## src/rtl/crypt_pkg.sv

```systemverilog
`default_nettype none
// ============================================================================
// crypt_pkg : keys, key index type and the byte permutation shared by the
//             encryption and decryption blocks.
// Revision  : 1.0
// ============================================================================
package crypt_pkg;

  localparam int CNT_MAX = 3;

  localparam logic [7:0] K1 = 8'h3E;
  localparam logic [7:0] K2 = 8'h49;
  localparam logic [7:0] K3 = 8'h7E;

  typedef logic [1:0] key_idx_t;

  // Forward permutation applied by the encryption side before the key XOR.
  function automatic logic [7:0] perm8(input logic [7:0] y);
    return {y[0], y[5], y[2], y[6], y[7], y[4], y[3], y[1]};
  endfunction

  function automatic logic [7:0] unperm8(input logic [7:0] x);
    return {x[3], x[4], x[6], x[2], x[1], x[5], x[0], x[7]};
  endfunction

  function automatic logic [7:0] key_of(input key_idx_t idx);
    logic [7:0] k;
    case (idx)
      2'd0:    k = K1;
      2'd1:    k = K2;
      2'd2:    k = K3;
      default: k = K1;
    endcase
    return k;
  endfunction

endpackage
`default_nettype wire

```

## src/rtl/crypt_key_seq.sv

```systemverilog
`default_nettype none
// ============================================================================
// crypt_key_seq : rotating key index with advance, resync and wrap.
// Revision      : 1.0
// ============================================================================
module crypt_key_seq
  import crypt_pkg::*;
#(
  parameter int CNT_MAX = crypt_pkg::CNT_MAX
) (
  input  logic       clock,
  input  logic       rst,
  input  logic       advance_i,
  input  logic       sync_i,
  output logic [7:0] key_o
);

  localparam key_idx_t LAST_IDX = key_idx_t'(CNT_MAX - 1);

  key_idx_t idx_q;
  key_idx_t idx_d;
  key_idx_t cur_idx;

  // A sync arriving with the byte forces that byte onto the first key.
  always_comb begin
    cur_idx = sync_i ? key_idx_t'(0) : idx_q;
    idx_d   = idx_q;
    if (advance_i) begin
      idx_d = (cur_idx == LAST_IDX) ? key_idx_t'(0) : cur_idx + key_idx_t'(1);
    end else if (sync_i) begin
      idx_d = key_idx_t'(0);
    end
  end

  always_ff @(posedge clock or negedge rst) begin
    if (!rst) begin
      idx_q <= key_idx_t'(0);
    end else begin
      idx_q <= idx_d;
    end
  end

  assign key_o = key_of(cur_idx);

endmodule
`default_nettype wire

```

## src/rtl/decryption.sv

```systemverilog
`default_nettype none
// ============================================================================
// decryption : two-stage valid/ready pipeline, key XOR then inverse permute.
// Revision   : 1.0
// ============================================================================
module decryption
  import crypt_pkg::*;
#(
  parameter int N       = 8,
  parameter int CNT_MAX = crypt_pkg::CNT_MAX
) (
  input  logic         clock,
  input  logic         rst,
  input  logic         en,
  input  logic [N-1:0] din,
  output logic         rdy,
  input  logic         sync,
  output logic [N-1:0] dout,
  output logic         v,
  input  logic         out_rdy
);

  logic [N-1:0] s1_data_q, s1_data_d;
  logic [N-1:0] s2_data_q, s2_data_d;
  logic         s1_val_q,  s1_val_d;
  logic         s2_val_q,  s2_val_d;
  logic         s2_load;
  logic         accept;
  logic [7:0]   key;

  // Ready looks only at out_rdy and internal state, never at en.
  assign s2_load = !s2_val_q || out_rdy;
  assign rdy     = !s1_val_q || s2_load;
  assign accept  = en && rdy;

  crypt_key_seq #(
    .CNT_MAX (CNT_MAX)
  ) u_key_seq (
    .clock     (clock),
    .rst       (rst),
    .advance_i (accept),
    .sync_i    (sync),
    .key_o     (key)
  );

  always_comb begin
    s1_data_d = s1_data_q;
    s1_val_d  = s1_val_q;
    s2_data_d = s2_data_q;
    s2_val_d  = s2_val_q;
    if (s2_load) begin
      s2_val_d = s1_val_q;
      if (s1_val_q) begin
        s2_data_d = unperm8(s1_data_q);
      end
      s1_val_d = 1'b0;
    end
    if (accept) begin
      s1_val_d  = 1'b1;
      s1_data_d = din ^ key;
    end
  end

  always_ff @(posedge clock or negedge rst) begin
    if (!rst) begin
      s1_data_q <= '0;
      s1_val_q  <= 1'b0;
      s2_data_q <= '0;
      s2_val_q  <= 1'b0;
    end else begin
      s1_data_q <= s1_data_d;
      s1_val_q  <= s1_val_d;
      s2_data_q <= s2_data_d;
      s2_val_q  <= s2_val_d;
    end
  end

  assign dout = s2_data_q;
  assign v    = s2_val_q;

endmodule
`default_nettype wire
```

## config.mk

```make
export PLATFORM = sky130hd
export DESIGN_NAME = decryption
export DESIGN_NICKNAME = d
export VERILOG_FILES = /design/src/rtl/crypt_pkg.sv /design/src/rtl/crypt_key_seq.sv /design/src/rtl/decryption.sv
export SDC_FILE = /design/constraint.sdc
export NUM_CORES = 1
export LEC_CHECK = 0
export BUFFER_PORTS_ARGS = -buffer_cell sky130_fd_sc_hd__buf_2
export CAP_MARGIN = 20
export CORE_UTILIZATION = 40
export DETAILED_ROUTE_END_ITERATION = 12
export SLEW_MARGIN = 20
export SYNTH_ARGS = -nofsm -noshare
export SYNTH_HDL_FRONTEND = slang
export SYNTH_SLANG_ARGS = --single-unit
export TNS_END_PERCENT = 10
```

## constraint.sdc

```tcl
create_clock -name clock -period 1.7 [get_ports clock]
set_clock_uncertainty 0.15 [all_clocks]
set_input_delay 0.17 -clock clock [delete_from_list [all_inputs] [get_ports clock]]
set_output_delay 0.17 -clock clock [all_outputs]
set_load 0.005 [all_outputs]
```

==> results of run 1 <==
## final cells by class
type | count | share of cell area, %
Multi-Input combinational cell | 34 | 32.5
Sequential cell | 20 | 47.0
Clock buffer | 3 | 2.12
Tap cell | 27 | 3.17
Inverter | 3 | 1.06
Timing Repair Buffer | 26 | 14.1
## where the power goes
| group | leakage (uW) | internal (uW) | switching (uW) |
|---|---|---|---|
| combinational | 0.000261 | 170 | 109 |
| sequential | 0.000234 | 595 | 51.4 |
| clock | 0.0000138 | 82.2 | 122 |
## sequential cells by signal (all words and copies together) (netlist names)
name,count
s1_data_q,8
dout,8
s1_val_q,1
v,1
u_key_seq.idx_q,2
## routing by layer
layer  vias up  global-route usage, %
met5         -                      0
met4         0                   5.88
met3         2                   2.83
met2        17                   20.9
met1       243                   14.9
li1        248                      -
## critical path: stages (launching register included)
cell and delay (ps):
dfrtp_1 380, nand2b_1 90, inv_1 60, ha_1 300, xor2_1 190, mux2_1 280
## worst paths after layout
path	cells past startpoint	slack, ps	from	end
min in group asynchronous	2	200	rst	s1_data_q[7]
worst min register to register	1	350	s1_data_q[6]	s1_data_q[6]
worst min-delay path	3	60	din[5]	s1_data_q[5]
max in group asynchronous	2	900	rst	u_key_seq.idx_q[1]
worst max register to register	5	140	u_key_seq.idx_q[0]	s1_data_q[0]
worst max-delay path	5	140	u_key_seq.idx_q[0]	s1_data_q[0]
## metrics by stage
| step | util [%] | cell area, um^2 | worst slack, ps |
|---|---|---|---|
| 6_report | 53.2 | 1060 | 138 |
| 5_1_grt | 53.2 | 1060 | 47.6 |
| 4_1_cts | 53.2 | 1060 | 119 |
| 3_5_place_dp | 50.1 | 1000 | 134 |
| 3_3_place_gp | 50.1 | 1000 | 194 |
| 2_1_floorplan | - | 863 | 204 |
## logic make-up (layout without fill, tap and decap cells)
family / Yosys count / count (layout) / synth area share [%]
muxes: 18 / 18 / 23.2
buffers and inverters: 4 / 32 / 1.88
xor gates and xnor gates: 6 / 6 / 6.09
DFF: 20 / 20 / 58.0
and+or+nand+nor: 8 / 8 / 7.97
adders and majority gates: 2 / 2 / 2.90
## layout by cell type, fill, tap and decap left out
cell type	n
buf_2	22
dfrtp_1	20
mux2_1	8
mux2_2	8
nand2b_1	5
xnor2_1	4
dlygate4sd3_1	4
inv_1	3
clkbuf_4	3
mux2i_1	2
xor2_1	2
ha_1	2
nand3b_4	1
nand2_4	1
nand2_2	1
## what timing repair did
action,4_1_cts,5_1_grt
hold buffers,4,0
setup buffers,0,0
endpoints found under the hold margin,23,0
==> results_dict.tcl, run 1 <==
set metrics [dict create \
    cp-start-kind "register" \
    drt_iter0_drc 2 \
    vdd_drop_max_v 0.000544 \
    ctsLongestPathBuffers 2 \
    dieWidth_um 48.5 \
    p_per_area_nw_per_um2 1060 \
    dr.pass1.iters 3 \
    numCtsBuffers 3 \
    status "finished, final reports clean" \
    syn_inst 58 \
    syn_to_final_growth_pct 23.3 \
    viasPerCell 4.51 \
    ios 23 \
    row_count 16 \
    critPathMaxFanout 6 \
    routed_wirelength_um 1260 \
    synth_flop_cell "dfrtp_1" \
    netlist.area_leader.share_pct 58.0 \
    synth-edff-count 0 \
    register_area_um2 500 \
    coreArea_um2 2000 \
    die_area_um2 2350 \
    yosysMostFrequentCell "dfrtp_1" \
    nFillCells 186 \
    crit_path_end_kind "register" \
    whs_ps 56.0 \
    final_nets 103 \
    timing.fmax_mhz 640 \
    finalHoldViolations 0 \
    grt_usage_pct 12.4 \
    yosys-top-cells-area "dfrtp_1, mux2_1, mux2_2, xnor2_1, nand2b_1" \
    hp-class "in2reg" \
    total_power_uw 1130 \
    path_class "reg2reg" \
    dr.max_layer_used "met4" \
    ant_nets 0 \
    cts_root_buf "clkbuf_4" \
    slew_headroom_pct 71.0 \
    fin_crit_sh_pct 91.9 \
    cap_violations 0 \
    avgSynthCellArea_um2 14.9 \
    grt_overflow 0 \
    dp_hpwl_um 948 \
    cts-resized-gates 0 \
    grt_max_degree 21 \
    synth_nets 73 \
    fin_setup_tns_ps 0 \
    ys_seq_area_share_pct 58.0 \
    dr_wl_met3_um 58 \
    cp.required_ps 1730 \
    rsz0062_at_grt "no" \
    die_h_um 48.5 \
    drive_gt1_share_pct 41.9 \
    htreeDepth 1 \
    min_period_ps 1560 \
    synth_area_um2 863 \
    wl_per_cell_um 11.2 \
    setup_viol_count_final 0 \
    multiInputGateArea_um2 347 \
    antenna_cells 0 \
    synth_cell_type_count 13 \
    final_cells 113 \
    drcViolationCount 0 \
    start_util_pct 43.1 \
    ys_ff_latch 20 \
    finalMaxSlewViolations 0 \
    m1WireLength_um 595 \
    numPortBuffers 22 \
    synth_common_cells "dfrtp_1, mux2_1, mux2_2" \
    clkSlewWorstSetupHoldPaths_ps 100 \
    worst_pin_slew_ps 435 \
    synth_warnings 0 \
    place_congestion 0.639 \
    grt_antenna_before_repair 0 \
    clkSinkCount 20 \
    grt_pass1_wl_um 2200 \
    p_leak_uw 0.000509 \
    worstPathArrival_ps 1590 \
    async_reset_ff_share_pct 100 \
    route.met2.wl_um 603 \
    yosys.area.top_type "dfrtp_1" \
    clock_latency_ps 280 \
    dr_total_vias 510 \
    grt_pass1_vias 527 \
    cts_tree "yes" \
    placed_cells 106 \
]
Power figures use the tool's default switching activity.
==> run 2: changes to the inputs <==
--- a/config.mk
+++ b/config.mk
@@ -7,6 +7,8 @@
 export LEC_CHECK = 0
 export BUFFER_PORTS_ARGS = -buffer_cell sky130_fd_sc_hd__buf_2
 export CAP_MARGIN = 20
+export CORE_ASPECT_RATIO = 1.4
+export CORE_MARGIN = 4
 export CORE_UTILIZATION = 40
 export DETAILED_ROUTE_END_ITERATION = 12
 export SLEW_MARGIN = 20
==> results_dict.tcl, run 2 (synthesized netlist as in run 1, its figures left out) <==
set metrics [dict create \
    dieWidth_um 47.3 \
    grt_pass1_wl_um 2310 \
    ant_nets 0 \
    worst_pin_slew_ps 429 \
    crit_start "u_key_seq.idx_q[0]" \
    status "finished, final reports clean" \
    min_period_ps 1540 \
    hp-class "in2reg" \
    dr.pass1.iters 2 \
    hold_buffers 4 \
    cts_tree "yes" \
    place_congestion 0.668 \
    setup_viol_count_final 0 \
    rsz0062_at_grt "no" \
    final_nets 103 \
    finalMaxSlewViolations 0 \
    p_per_area_nw_per_um2 1080 \
    grt_overflow 0 \
    r2r_slack_ps 160 \
    cts_root_buf "clkbuf_4" \
    worstPathArrival_ps 1580 \
    p_leak_uw 0.000509 \
    fin_setup_tns_ps 0 \
    layout_common_cells "buf_2, dfrtp_1, mux2_1, mux2_2, nand2b_1" \
    ios 23 \
    vdd_drop_max_v 0.000611 \
    r2r_start "u_key_seq.idx_q[0]" \
    grt_pass1_vias 555 \
    cp.depth 5 \
    critPathBufInv 1 \
    crit_path_end_kind "register" \
    critPathMaxFanout 6 \
    r2r_end "s1_data_q[0]" \
    slowest_delay_ps 370 \
    wl_per_cell_um 12.6 \
    dr_total_vias 523 \
    drt_iter0_drc 9 \
    numPortBuffers 22 \
    htreeDepth 1 \
    routed_wirelength_um 1340 \
    antenna_cells 0 \
    dp_hpwl_um 1020 \
    slew_headroom_pct 71.4 \
    die_h_um 63.0 \
    ctsLongestPathBuffers 2 \
    drcViolationCount 0 \
    final_common_cell "buf_2" \
    coreArea_um2 2020 \
    viasPerCell 4.89 \
    cp.required_ps 1740 \
    r2r_cells 5 \
    clkSinkCount 20 \
    cap_violations 0 \
    numCtsBuffers 3 \
    clock_latency_ps 290 \
    grt_usage_pct 11.0 \
    path_class "reg2reg" \
    slowest_stage "dfrtp_1" \
    utilization_pct 52.3 \
    finalHoldViolations 0 \
    cts_setup_buffers 0 \
    crit_end "s1_data_q[0]" \
    grt_antenna_before_repair 0 \
    cpLargestDelayFamily "flip-flops" \
    row_count 19 \
    cp-start-kind "register" \
    drive_gt1_share_pct 41.9 \
    fin_crit_sh_pct 90.5 \
    cts-resized-gates 0 \
    timing.fmax_mhz 650 \
    syn_to_final_growth_pct 22.5 \
    die_area_um2 2980 \
    crit_path_cell_trace "nand2b_1 > inv_1 > ha_1 > xor2_1 > mux2_1" \
    grt_max_degree 21 \
    clkSlewWorstSetupHoldPaths_ps 100 \
    start_util_pct 42.7 \
]
run 2: cell counts in the layout (fill, tap and decap cells not counted):
Identical to the previous run, type by type.
run 2: stage by stage:
stage	worst slack [ps]	cell area (um^2)	power (uW)	cells	hold WS [ps]
finish	161	1060	1140	107	35.3
global route	71.3	1060	1230	107	61.7
CTS	144	1060	1170	107	24.8
detailed placement	159	995	946	100	-15.2
global placement	190	995	932	100	-12.2
floorplan	204	863	817	58	-276
run 2: power breakdown:
part | total [uW] | leakage [uW] | internal [uW] | switching [uW]
logic | 279 | 0.000261 | 170 | 109
registers | 649 | 0.000234 | 595 | 54.2
clock network | 214 | 0.0000138 | 82.6 | 132
total | 1140 | 0.000509 | 847 | 295
run 2: routing by layer:
metal / GRT usage (%) / wire length [um] / up-vias / part of all wire, %
li1: - / - / 252 / -
met1: 12.1 / 561 / 249 / 42
met2: 17.6 / 648 / 17 / 48
met3: 1.73 / 81 / 5 / 6.0
met4: 8.30 / 52 / 0 / 3.9
met5: 0 / 0 / - / 0
run 2: worst reg2reg max path: stages (launching register included):
cell and delay (ps):
dfrtp_1 370, nand2b_1 90, inv_1 60, ha_1 300
xor2_1 190, mux2_1 280
run 2: layout make-up:
type / instances / area [um^2]
Clock buffer: 3 / 22.5
Sequential cell: 20 / 500
Timing Repair Buffer: 26 / 150
Multi-Input combinational cell: 34 / 347
Inverter: 3 / 11.3
Tap cell: 21 / 26.3
Fill cell: 185 / 963
run 2: worst min path at each step:
| stage | start | to | cells past startpoint |
|---|---|---|---|
| floorplan | rst | dout[0] | 0 |
| global placement | rst | dout[4] | 1 |
| detailed placement | rst | v | 1 |
| CTS | out_rdy | v | 3 |
| global route | out_rdy | v | 3 |
| finish | out_rdy | v | 3 |
==> run 3: changes to the inputs <==
--- a/config.mk
+++ b/config.mk
@@ -7,10 +7,10 @@
 export LEC_CHECK = 0
 export BUFFER_PORTS_ARGS = -buffer_cell sky130_fd_sc_hd__buf_2
 export CAP_MARGIN = 20
-export CORE_ASPECT_RATIO = 1.4
 export CORE_MARGIN = 4
-export CORE_UTILIZATION = 40
+export CORE_UTILIZATION = 49
 export DETAILED_ROUTE_END_ITERATION = 12
+export PLACE_DENSITY = 0.75
 export SLEW_MARGIN = 20
 export SYNTH_ARGS = -nofsm -noshare
 export SYNTH_HDL_FRONTEND = slang
==> results_dict.tcl, run 3 (synthesized netlist as in run 1, its figures left out) <==
set metrics [dict create \
    status "finished, final reports clean" \
    grt_antenna_before_repair 0 \
    routed_wirelength_um 1380 \
    p_leak_uw 0.000509 \
    timing.fmax_mhz 636 \
    fin_ws_ps 127 \
    dieWidth_um 50.0 \
    viasPerCell 5.04 \
    grt_max_degree 21 \
    row_count 14 \
    clkSinkCount 20 \
    ios 23 \
    numCtsBuffers 3 \
    antenna_cells 0 \
    critPathMaxFanout 6 \
    preCtsSetupSlack_ps 120 \
    final_cells 102 \
    htreeDepth 1 \
    fin_setup_tns_ps 0 \
    cp-start-kind "register" \
    hp-class "in2reg" \
    drt_iter0_drc 0 \
    cts-resized-gates 0 \
    placed_cells 95 \
    place_congestion 0.662 \
    ant_nets 0 \
    cts_setup_buffers 0 \
    dp_hpwl_um 1030 \
    dr_total_vias 514 \
    worstPathArrival_ps 1600 \
    numPortBuffers 22 \
    rsz0062_at_grt "no" \
    finalMaxSlewViolations 0 \
    cp.required_ps 1730 \
    die_area_um2 2500 \
    fin_crit_sh_pct 92.5 \
    vdd_drop_max_v 0.000728 \
    grt_usage_pct 13.8 \
    wl_per_cell_um 13.5 \
    dr.pass1.iters 1 \
    dr.max_layer_used "met4" \
    m1WireLength_um 585 \
    layout_common_cells "buf_2, dfrtp_1, mux2_1, mux2_2, nand2b_1" \
    cts_tree "yes" \
    crit_path_end_kind "register" \
    ctsLongestPathBuffers 2 \
    final_common_cell "buf_2" \
    worst_pin_slew_ps 427 \
    drive_gt1_share_pct 41.9 \
    p_per_area_nw_per_um2 1090 \
    grt_pass1_vias 593 \
    grt_pass1_wl_um 2530 \
    route.met2.wl_um 690 \
    cap_violations 0 \
    start_util_pct 54.8 \
    path_class "reg2reg" \
    total_power_uw 1140 \
    clock_latency_ps 290 \
    setup_viol_count_final 0 \
    die_h_um 50.0 \
    min_period_ps 1570 \
    drcViolationCount 0 \
    clkSlewWorstSetupHoldPaths_ps 100 \
    grt_overflow 0 \
    dr_wl_met3_um 63 \
    slew_headroom_pct 71.5 \
    final_nets 103 \
    cts_root_buf "clkbuf_4" \
    coreArea_um2 1580 \
    finalHoldViolations 0 \
    syn_to_final_growth_pct 21.7 \
]
run 3: worst max-delay path, stage by stage (launching register included):
cell	delay [ps]
dfrtp_1	380
nand2b_1	90
inv_1	60
ha_1	300
xor2_1	200
mux2_1	290
run 3: final timing paths:
path	cells after the start	end	slack (ps)	startpoint
max	5	s1_data_q[0]	130	u_key_seq.idx_q[0]
min	3	s1_data_q[4]	50	din[4]
max reg2reg	5	s1_data_q[0]	130	u_key_seq.idx_q[0]
min reg2reg	1	s1_data_q[5]	350	s1_data_q[5]
max in group asynchronous	2	dout[2]	910	rst
min in group asynchronous	2	dout[1]	190	rst
run 3: what timing repair did:
item                                    CTS  global route
hold buffers                              4             0
endpoints found under the setup margin    0             0
endpoints found under the hold margin    23             0
run 3: power breakdown:
part	total, uW	switching, uW	internal, uW
clock network	212	130	82.4
logic	282	112	170
registers	650	55.3	595
total	1140	297	847
run 3: per-stage QoR:
stage	hold WS [ps]	utilization, %	area, um^2
2_1_floorplan	-276	-	863
3_3_place_gp	-14.9	62.7	988
3_5_place_dp	-8.22	62.7	988
4_1_cts	33.2	66.7	1050
5_1_grt	46.8	66.7	1050
6_report	48.8	66.7	1050
run 3: layout make-up:
class	count	area, um^2
multi-input combinational	34	347
tap	16	20.0
timing repair buffer	26	150
fill	125	526
sequential	20	500
inverter	3	11.3
clock buffer	3	22.5
run 3: layer usage:
metal | GRT usage, % | vias to the layer above
met5 | 0 | -
li1 | - | 250
met2 | 23.1 | 14
met3 | 1.81 | 4
met4 | 11.1 | 0
met1 | 15.7 | 246
